--- config.mk ---
export PLATFORM = sky130hd
export DESIGN_NAME = branch_resolve_unit
export DESIGN_NICKNAME = d
export VERILOG_FILES = /design/src/rtl/branch_resolve_unit_pkg.sv /design/src/rtl/branch_resolve_unit_perf.sv /design/src/rtl/branch_resolve_unit.sv
export SDC_FILE = /design/constraint.sdc
export NUM_CORES = 1
export LEC_CHECK = 0
export ABC_AREA = 1
export CAP_MARGIN = 10
export CORE_MARGIN = 5
export CORE_UTILIZATION = 52
export CTS_CLUSTER_SIZE = 14
export DETAILED_ROUTE_END_ITERATION = 16
export PLACE_DENSITY = 0.87
export SLEW_MARGIN = 20
export SYNTH_ARGS = -nofsm -noshare
export SYNTH_HDL_FRONTEND = slang
export SYNTH_SLANG_ARGS = --single-unit
--- constraint.sdc ---
create_clock -name clk -period 13.7 [get_ports clk]
set_clock_uncertainty 0.2 [all_clocks]
set_input_delay 3.425 -clock clk [delete_from_list [all_inputs] [get_ports clk]]
set_output_delay 3.425 -clock clk [all_outputs]
set_load 0.005 [all_outputs]
--- src/rtl/branch_resolve_unit_pkg.sv ---
// branch_resolve_unit_pkg: bundle layouts, counter encodings and FSM states for branch resolution
package branch_resolve_unit_pkg;
  localparam int BRESULT_WD = 69;
  localparam int BPU_TO_DS_BUS_WD = 36;
  localparam int BPU_ADDR_LSB = 0;
  localparam int BPU_VALID_BIT = 32;
  localparam int BPU_COUNT_LSB = 33;
  localparam int BPU_TAKEN_BIT = 35;
  localparam int BR_TARGET_LSB = 0;
  localparam int BR_TAKEN_BIT = 32;
  localparam int BR_STALL_BIT = 33;
  localparam int BR_IS_BRANCH_BIT = 34;
  localparam int BR_COUNT_LSB = 35;
  localparam int BR_PC_LSB = 37;
  typedef enum logic [1:0] {
    W_TAKEN  = 2'b00,
    S_TAKEN  = 2'b01,
    WN_TAKEN = 2'b10,
    SN_TAKEN = 2'b11
  } bp_count_e;
  typedef enum logic [1:0] {
    IDLE     = 2'b00,
    WAIT_DS  = 2'b01,
    REDIRECT = 2'b10
  } br_state_e;
endpackage

--- src/rtl/branch_resolve_unit_perf.sv ---
// br_perf_counters: wrapping resolved-branch and mispredict counters
module br_perf_counters #(
  parameter int CNT_WD = 32
) (
  input  logic              clk,
  input  logic              reset,
  input  logic              br_inc,
  input  logic              mis_inc,
  output logic [CNT_WD-1:0] br_cnt,
  output logic [CNT_WD-1:0] mispred_cnt
);
  always_ff @(posedge clk or posedge reset)
    if (reset) begin
      br_cnt      <= '0;
      mispred_cnt <= '0;
    end else begin
      br_cnt      <= br_cnt + CNT_WD'(br_inc);
      mispred_cnt <= mispred_cnt + CNT_WD'(mis_inc);
    end
endmodule

--- src/rtl/branch_resolve_unit.sv ---
// branch_resolve_unit: EXE-stage branch check, delay-slot-aware redirect and predictor update bundle
module branch_resolve_unit
  import branch_resolve_unit_pkg::*;
#(
  parameter int         PC_WD      = 32,
  parameter int         CNT_WD     = 32,
  parameter logic [1:0] MISS_COUNT = WN_TAKEN
) (
  input  logic                        clk,
  input  logic                        reset,
  input  logic                        es_valid,
  input  logic                        es_fire,
  input  logic [PC_WD-1:0]            es_pc,
  input  logic                        es_is_branch,
  input  logic                        es_br_taken,
  input  logic [PC_WD-1:0]            es_br_target,
  input  logic [BPU_TO_DS_BUS_WD-1:0] es_bpu_bus,
  input  logic                        ds_valid,
  input  logic                        fs_redirect_ready,
  output logic                        br_flush,
  output logic [PC_WD-1:0]            br_redirect_pc,
  output logic                        br_stall,
  output logic [BRESULT_WD-1:0]       BResult,
  output logic [CNT_WD-1:0]           br_cnt,
  output logic [CNT_WD-1:0]           mispred_cnt
);
  br_state_e        state;
  logic             pred_valid, r, m, unused_pred_taken;
  logic [1:0]       pred_count;
  logic [PC_WD-1:0] pred_addr, seq_pc, pred_npc, act_npc;
  // direction bit is implied by pred_addr when the predictor hit
  assign unused_pred_taken = es_bpu_bus[BPU_TAKEN_BIT];
  assign pred_valid = es_bpu_bus[BPU_VALID_BIT];
  assign pred_count = es_bpu_bus[BPU_COUNT_LSB +: 2];
  assign pred_addr  = es_bpu_bus[BPU_ADDR_LSB +: PC_WD];
  assign seq_pc     = es_pc + PC_WD'(8);
  assign pred_npc   = pred_valid ? pred_addr : seq_pc;
  assign act_npc    = es_br_taken ? es_br_target : seq_pc;
  assign r          = es_valid & es_fire & es_is_branch;
  assign m          = r & (pred_npc != act_npc);
  assign br_stall   = (state != IDLE) | m;
  always_ff @(posedge clk or posedge reset)
    if (reset) begin
      state          <= IDLE;
      br_flush       <= 1'b0;
      br_redirect_pc <= '0;
      BResult        <= '0;
    end else begin
      BResult <= r ? {es_pc, pred_valid ? pred_count : MISS_COUNT, 1'b1, m, es_br_taken, es_br_target} : '0;
      case (state)
        IDLE: if (m) begin
          br_redirect_pc <= act_npc;
          state          <= ds_valid ? REDIRECT : WAIT_DS;
          br_flush       <= ds_valid;
        end
        WAIT_DS: if (ds_valid) begin
          state    <= REDIRECT;
          br_flush <= 1'b1;
        end
        REDIRECT: if (fs_redirect_ready) begin
          state    <= IDLE;
          br_flush <= 1'b0;
        end
        default: state <= IDLE;
      endcase
    end
  br_perf_counters #(.CNT_WD(CNT_WD)) u_perf (
    .clk        (clk),
    .reset      (reset),
    .br_inc     (r),
    .mis_inc    (m),
    .br_cnt     (br_cnt),
    .mispred_cnt(mispred_cnt)
  );
endmodule

==> results.yml, run 1 <==
placed_design:
  dp_cells: 1728
  placed_cell_area_um2: 12100
  dp_slack_ps: 3450
  hpwlAfterDp_um: 22100
  gp_congestion: 0.961
  io_buffers: 273
power:
  pwr_density_cell_nw_per_um2: 116
  p_leak_nw: 6.42
  design_power_total_mw: 1.47
  ir_worst_vdd_v: 0.0000936
logic_synthesis:
  synth_fp_nets: 1374
  synth_most_common_cell: "nand2_1"
  netlist.top_cell.by_area: "dfrtp_1"
  synth-async-reset-ratio: 1.00
  synth_cells: 1258
  netlist_area_um2: 9170
  synth-seq-area-share: 0.458
  yosys_warnings: 0
  synth-main-ff-cell: "dfrtp_1"
  synth.avg_cell_area_um2: 7.29
  yosys.area.top_type_share: 0.458
  synth_edf_count: 0
  synthTopCellsByArea: "dfrtp_1 46%, nand2_1 19%, nand3_1 6.9%"
  synth_common_cells: "471 x nand2_1, 168 x dfrtp_1, 141 x nor2_1"
  synth_cell_types: 34
  synth_seq_cells: 168
critical_path:
  worstPathMaxFanout: 51
  arrival_ps: 6740
  slowest_stage: "clkdlybuf4s50_1"
  path_cells: "clkdlybuf4s50_1 > buf_4 > inv_1 > buf_4 > or2_2 > nand2_1 > nand2_1 > nand2_1 > nand2_1 > nor2_1 > nand2_1 > nor2_1 > nand3_1 > nand2_1 > nand2_1 > clkdlybuf4s50_1"
  crit_type: "in -> out"
  cp.required_ps: 10070
  end_kind: "output port"
  start_kind: "input port"
  crit_path_max_incr_delay_ps: 480
  path_common_cell: "nand2_1"
floorplan:
  die_height_um: 143
  num_rows: 48
  start_util: 0.530
  dieArea_um2: 20400
  design.core.area_um2: 17300
  die_w_um: 143
  io_pins: 275
flow_run:
  maxCapViolCount: 0
sta:
  relSlewSlack: 0.409
  post-route-period-util: 0.756
  tightest_slew_ps: 886
  slew_viol_final: 0
  layout_setup_ws_ps: 3340
  rsz0062_at_grt: "false"
  fin_setup_tns_ps: 0
  setup_viol: 0
  hold_viol_final: 0
  finalCriticalPeriod_ps: 10360
  max_freq_mhz: 96.5
route:
  wl_per_cell_um: 16.6
  num_vias: 9227
  detail-route-antenna-nets: 0
  drc: 0
  firstDrtPassIters: 8
  wl_um: 29300
  drt-vias-per-instance: 5.24
  drt_iter0_drc: 797
clock_network:
  cts_buffer_depth: 2
  cts.sinks: 168
  cts_setup_buffers: 0
  numCtsBuffers: 17
  post_cts_resized: 0
  clk_pin_slew_ps: 70
  ctsRootBufferMaster: "clkbuf_16"
  cts_hold_buf: 0
  cts_tree: "done"
  clk_latency_ps: 430
  cts-htree-levels: 4
final_layout:
  final.fill_count: 1349
  final_layout_size_suffix_gt1_frac: 0.0541
  finish.instance_area_um2: 12700
  area_growth_pct: 38.3
  final_nets: 1638
  fin_cells: 1762
global_route:
  grt_use_total: 0.287
  grt_max_degree: 99
  grt_pass1_wl_um: 46100
  grt.overflow.total: 0
  grt_antenna_before_repair: 3
  grt_pass1_vias: 8874
min_path:
  min_path_type: "reg -> reg"
status:
  status: "finished clean"
[metrics by stage]
step	utilization	hold WS [ps]
2_1_floorplan	-	264
3_3_place_gp	0.698	253
3_5_place_dp	0.698	263
4_1_cts	0.733	277
5_1_grt	0.733	288
6_report	0.733	277
[report_power, final]
part / total, mW / switching, mW / internal (mW) / leakage [nW]
Sequential: 0.610 / 0.0445 / 0.566 / 2.22
Combinational: 0.385 / 0.181 / 0.204 / 3.92
Clock: 0.479 / 0.230 / 0.249 / 0.285
[registers in the layout (all words and copies together) (netlist names)]
name	flops
BResult	69
br_flush	1
br_redirect_pc	32
state	2
u_perf.br_cnt	32
u_perf.mispred_cnt	32
[layout by cell type, fill, tap and decap left out, drive strengths merged, types with 8 or more instances in the layout]
| cell type | n |
|---|---|
| xnor2 | 28 |
| or2 | 21 |
| clkdlybuf4s50 | 272 |
| dfrtp | 168 |
| nand2 | 472 |
| nor2 | 156 |
| inv | 125 |
| nor3 | 8 |
| nand4 | 19 |
| nand3 | 127 |
| ha | 8 |
| o21ai | 41 |
| xor2 | 40 |
| clkbuf | 18 |
[critical path, delay by kind of cell]
kind	cells	cell delay, ps
buf+inv	5	2030
simple gates	11	1240
[final timing paths]
kind | to | start | cells after the start | slack [ps]
worst min-delay path | u_perf.br_cnt[31]$_DFF_PP0_ | u_perf.br_cnt[31]$_DFF_PP0_ | 1 | 280
max in group asynchronous | BResult[53]$_DFF_PP0_ | reset | 3 | 8470
worst min register to register | u_perf.br_cnt[31]$_DFF_PP0_ | u_perf.br_cnt[31]$_DFF_PP0_ | 1 | 280
worst max-delay path | br_stall | es_bpu_bus[32] | 16 | 3340
worst max register to register | u_perf.br_cnt[30]$_DFF_PP0_ | u_perf.br_cnt[0]$_DFF_PP0_ | 14 | 10610
min in group asynchronous | u_perf.br_cnt[24]$_DFF_PP0_ | reset | 2 | 3340
[area by class of cell]
cell class / count / area [µm²] / share of cell area
Timing Repair Buffer: 279 / 2770 / 0.219
Inverter: 119 / 452 / 0.0356
Antenna cell: 2 / 5.00 / 0.000395
Sequential cell: 168 / 4200 / 0.331
Clock inverter: 14 / 155 / 0.0122
Clock buffer: 18 / 439 / 0.0346
Multi-Input combinational cell: 937 / 4370 / 0.345
Tap cell: 225 / 282 / 0.0222
[cell families (layout without fill, tap and decap cells)]
family	Yosys count	in the layout	share of synthesized area
adder cells (fa/ha/maj)	8	8	0.0109
AND/OR/NAND/NOR	812	812	0.372
other	0	2	0
flip-flops	168	168	0.458
XOR/XNOR	68	68	0.0649
AO/OA/AOI/OAI	48	48	0.0265
multiplexers	1	1	0.00109
buffers and inverters	153	430	0.0662
[layer usage]
| metal | global-route usage | share of wire |
|---|---|---|
| met2 | 0.461 | 0.47 |
| met4 | 0.102 | 0.033 |
| met1 | 0.391 | 0.42 |
| met5 | 0 | 0.00024 |
| met3 | 0.0516 | 0.078 |
Power figures use the tool's default switching activity.
==> run 2, diff against run 1 <==
--- a/config.mk
+++ b/config.mk
@@ -8,10 +8,10 @@
 export ABC_AREA = 1
 export CAP_MARGIN = 10
 export CORE_MARGIN = 5
-export CORE_UTILIZATION = 52
+export CORE_UTILIZATION = 48
 export CTS_CLUSTER_SIZE = 14
 export DETAILED_ROUTE_END_ITERATION = 16
-export PLACE_DENSITY = 0.87
+export PLACE_DENSITY = 0.81
 export SLEW_MARGIN = 20
 export SYNTH_ARGS = -nofsm -noshare
 export SYNTH_HDL_FRONTEND = slang
==> constraint.sdc (replaced) <==
create_clock -name clk -period 10.35 [get_ports clk]
set_clock_uncertainty 0.2 [all_clocks]
set_input_delay 2.5875 -clock clk [delete_from_list [all_inputs] [get_ports clk]]
set_output_delay 2.5875 -clock clk [all_outputs]
set_load 0.005 [all_outputs]
==> results.yml, run 2 (synthesis results as in run 1) <==
clock_network:
  cts-htree-levels: 4
  post_cts_resized: 0
  clk_latency_ps: 430
  ctsRootBufferMaster: "clkbuf_16"
  cts_tree: "done"
  clk_pin_slew_ps: 70
  numCtsBuffers: 17
  cts_buffer_depth: 2
  cts_hold_buf: 0
  cts.sinks: 168
  cts_setup_buffers: 0
critical_path:
  path_cells: "clkdlybuf4s50_1 > buf_4 > inv_1 > buf_4 > o21ai_0 > or2_2 > nand3_1 > nor3b_1 > nand4_1 > nor2_1 > nand3_1 > nand2_1 > nand2_1 > clkdlybuf4s50_1"
  reg2reg_to: "u_perf.br_cnt[30]$_DFF_PP0_"
  reg2reg_depth: 14
  rr_startpoint: "u_perf.br_cnt[0]$_DFF_PP0_"
  crit_path_max_incr_delay_ps: 480
  slowest_stage: "clkdlybuf4s50_1"
  worstPathMaxFanout: 67
  rrSetupSlack_ps: 7310
  crit_type: "in -> out"
  arrival_ps: 5800
  end_kind: "output port"
  start_kind: "input port"
  cp.required_ps: 7560
sta:
  max_freq_mhz: 117
  relSlewSlack: 0.448
  fin_setup_tns_ps: 0
  rsz0062_at_grt: "false"
  layout_setup_ws_ps: 1770
  tightest_slew_ps: 828
  post-route-period-util: 0.829
  slew_viol_final: 0
  finalCriticalPeriod_ps: 8580
  setup_viol: 0
  hold_viol_final: 0
final_layout:
  largest_register_ffs: 69
  final_nets: 1639
  final_layout_size_suffix_gt1_frac: 0.0540
  largest_register: "BResult"
  final.fill_count: 1530
  area_growth_pct: 38.7
  fin_util: 0.678
  layout_common_cells: "471 x nand2_1, 272 x clkdlybuf4s50_1, 168 x dfrtp_1"
  final_common_cell: "nand2_1"
min_path:
  min_path_type: "reg -> reg"
  holdPathStages: 1
  holdCritStartpoint: "u_perf.br_cnt[31]$_DFF_PP0_"
  min_to: "u_perf.br_cnt[31]$_DFF_PP0_"
global_route:
  grt_pass1_vias: 8500
  grt_max_degree: 94
  grt_pass1_wl_um: 45400
  grt.overflow.total: 0
  grt_antenna_before_repair: 3
  grt_use_total: 0.262
power:
  p_leak_nw: 6.44
  pwr_density_cell_nw_per_um2: 154
  ir_worst_vdd_v: 0.000126
route:
  drt-vias-per-instance: 5.11
  drc: 0
  drt_iter0_drc: 622
  num_vias: 9066
  wl_um: 28800
  wl_per_cell_um: 16.2
  firstDrtPassIters: 5
  detail-route-antenna-nets: 0
floorplan:
  num_rows: 50
  start_util: 0.489
  design.core.area_um2: 18800
  die_height_um: 148
  die_w_um: 148
  io_pins: 275
  dieArea_um2: 22000
placed_design:
  io_buffers: 273
  hpwlAfterDp_um: 22000
  dp_slack_ps: 1820
  gp_congestion: 0.938
status:
  status: "finished clean"
flow_run:
  maxCapViolCount: 0
-- run 2: worst max path at each step --
stage	start	cells after the start	end
finish	es_bpu_bus[32]	14	br_stall
global route	es_pc[3]	18	br_stall
CTS	es_bpu_bus[32]	14	br_stall
detailed placement	es_bpu_bus[32]	14	br_stall
global placement	es_bpu_bus[32]	14	br_stall
floorplan	reset	1	BResult[0]$_DFF_PP0_
-- run 2: power by group --
part / switching [mW] / internal, mW
Sequential: 0.0609 / 0.749
Clock: 0.294 / 0.343
Combinational: 0.235 / 0.271
Total: 0.590 / 1.36
-- run 2: final cells by class --
type / instances / area, µm² / share of cell area
Tap cell: 234 / 293 / 0.0230
Timing Repair Buffer: 280 / 2800 / 0.220
Inverter: 119 / 452 / 0.0355
Antenna cell: 3 / 7.51 / 0.000590
Clock inverter: 14 / 160 / 0.0126
Clock buffer: 18 / 429 / 0.0337
Sequential cell: 168 / 4200 / 0.331
Multi-Input combinational cell: 937 / 4370 / 0.344
-- run 2: worst max-delay path, delay by kind of cell --
family	cells	cell delay, ps
compound gates	1	270
buf+inv	5	1730
simple gates	8	1160
-- run 2: metrics by stage --
stage | total power, mW | instance area [µm²] | hold slack, ps | cells
after floorplan | 1.01 | 9170 | 264 | 1258
after global placement | 1.32 | 12100 | 256 | 1737
after detailed placement | 1.33 | 12100 | 262 | 1737
after CTS | 1.97 | 12700 | 271 | 1769
after global routing | 2.05 | 12700 | 282 | 1773
final | 1.95 | 12700 | 265 | 1773
-- run 2: routing by layer --
metal / wire (µm) / up-vias / track usage
met1: 12600 / 4171 / 0.365
met4: 860 / 0 / 0.0961
met3: 2160 / 47 / 0.0524
li1: - / 4456 / -
met5: 0 / - / 0
met2: 13100 / 392 / 0.408
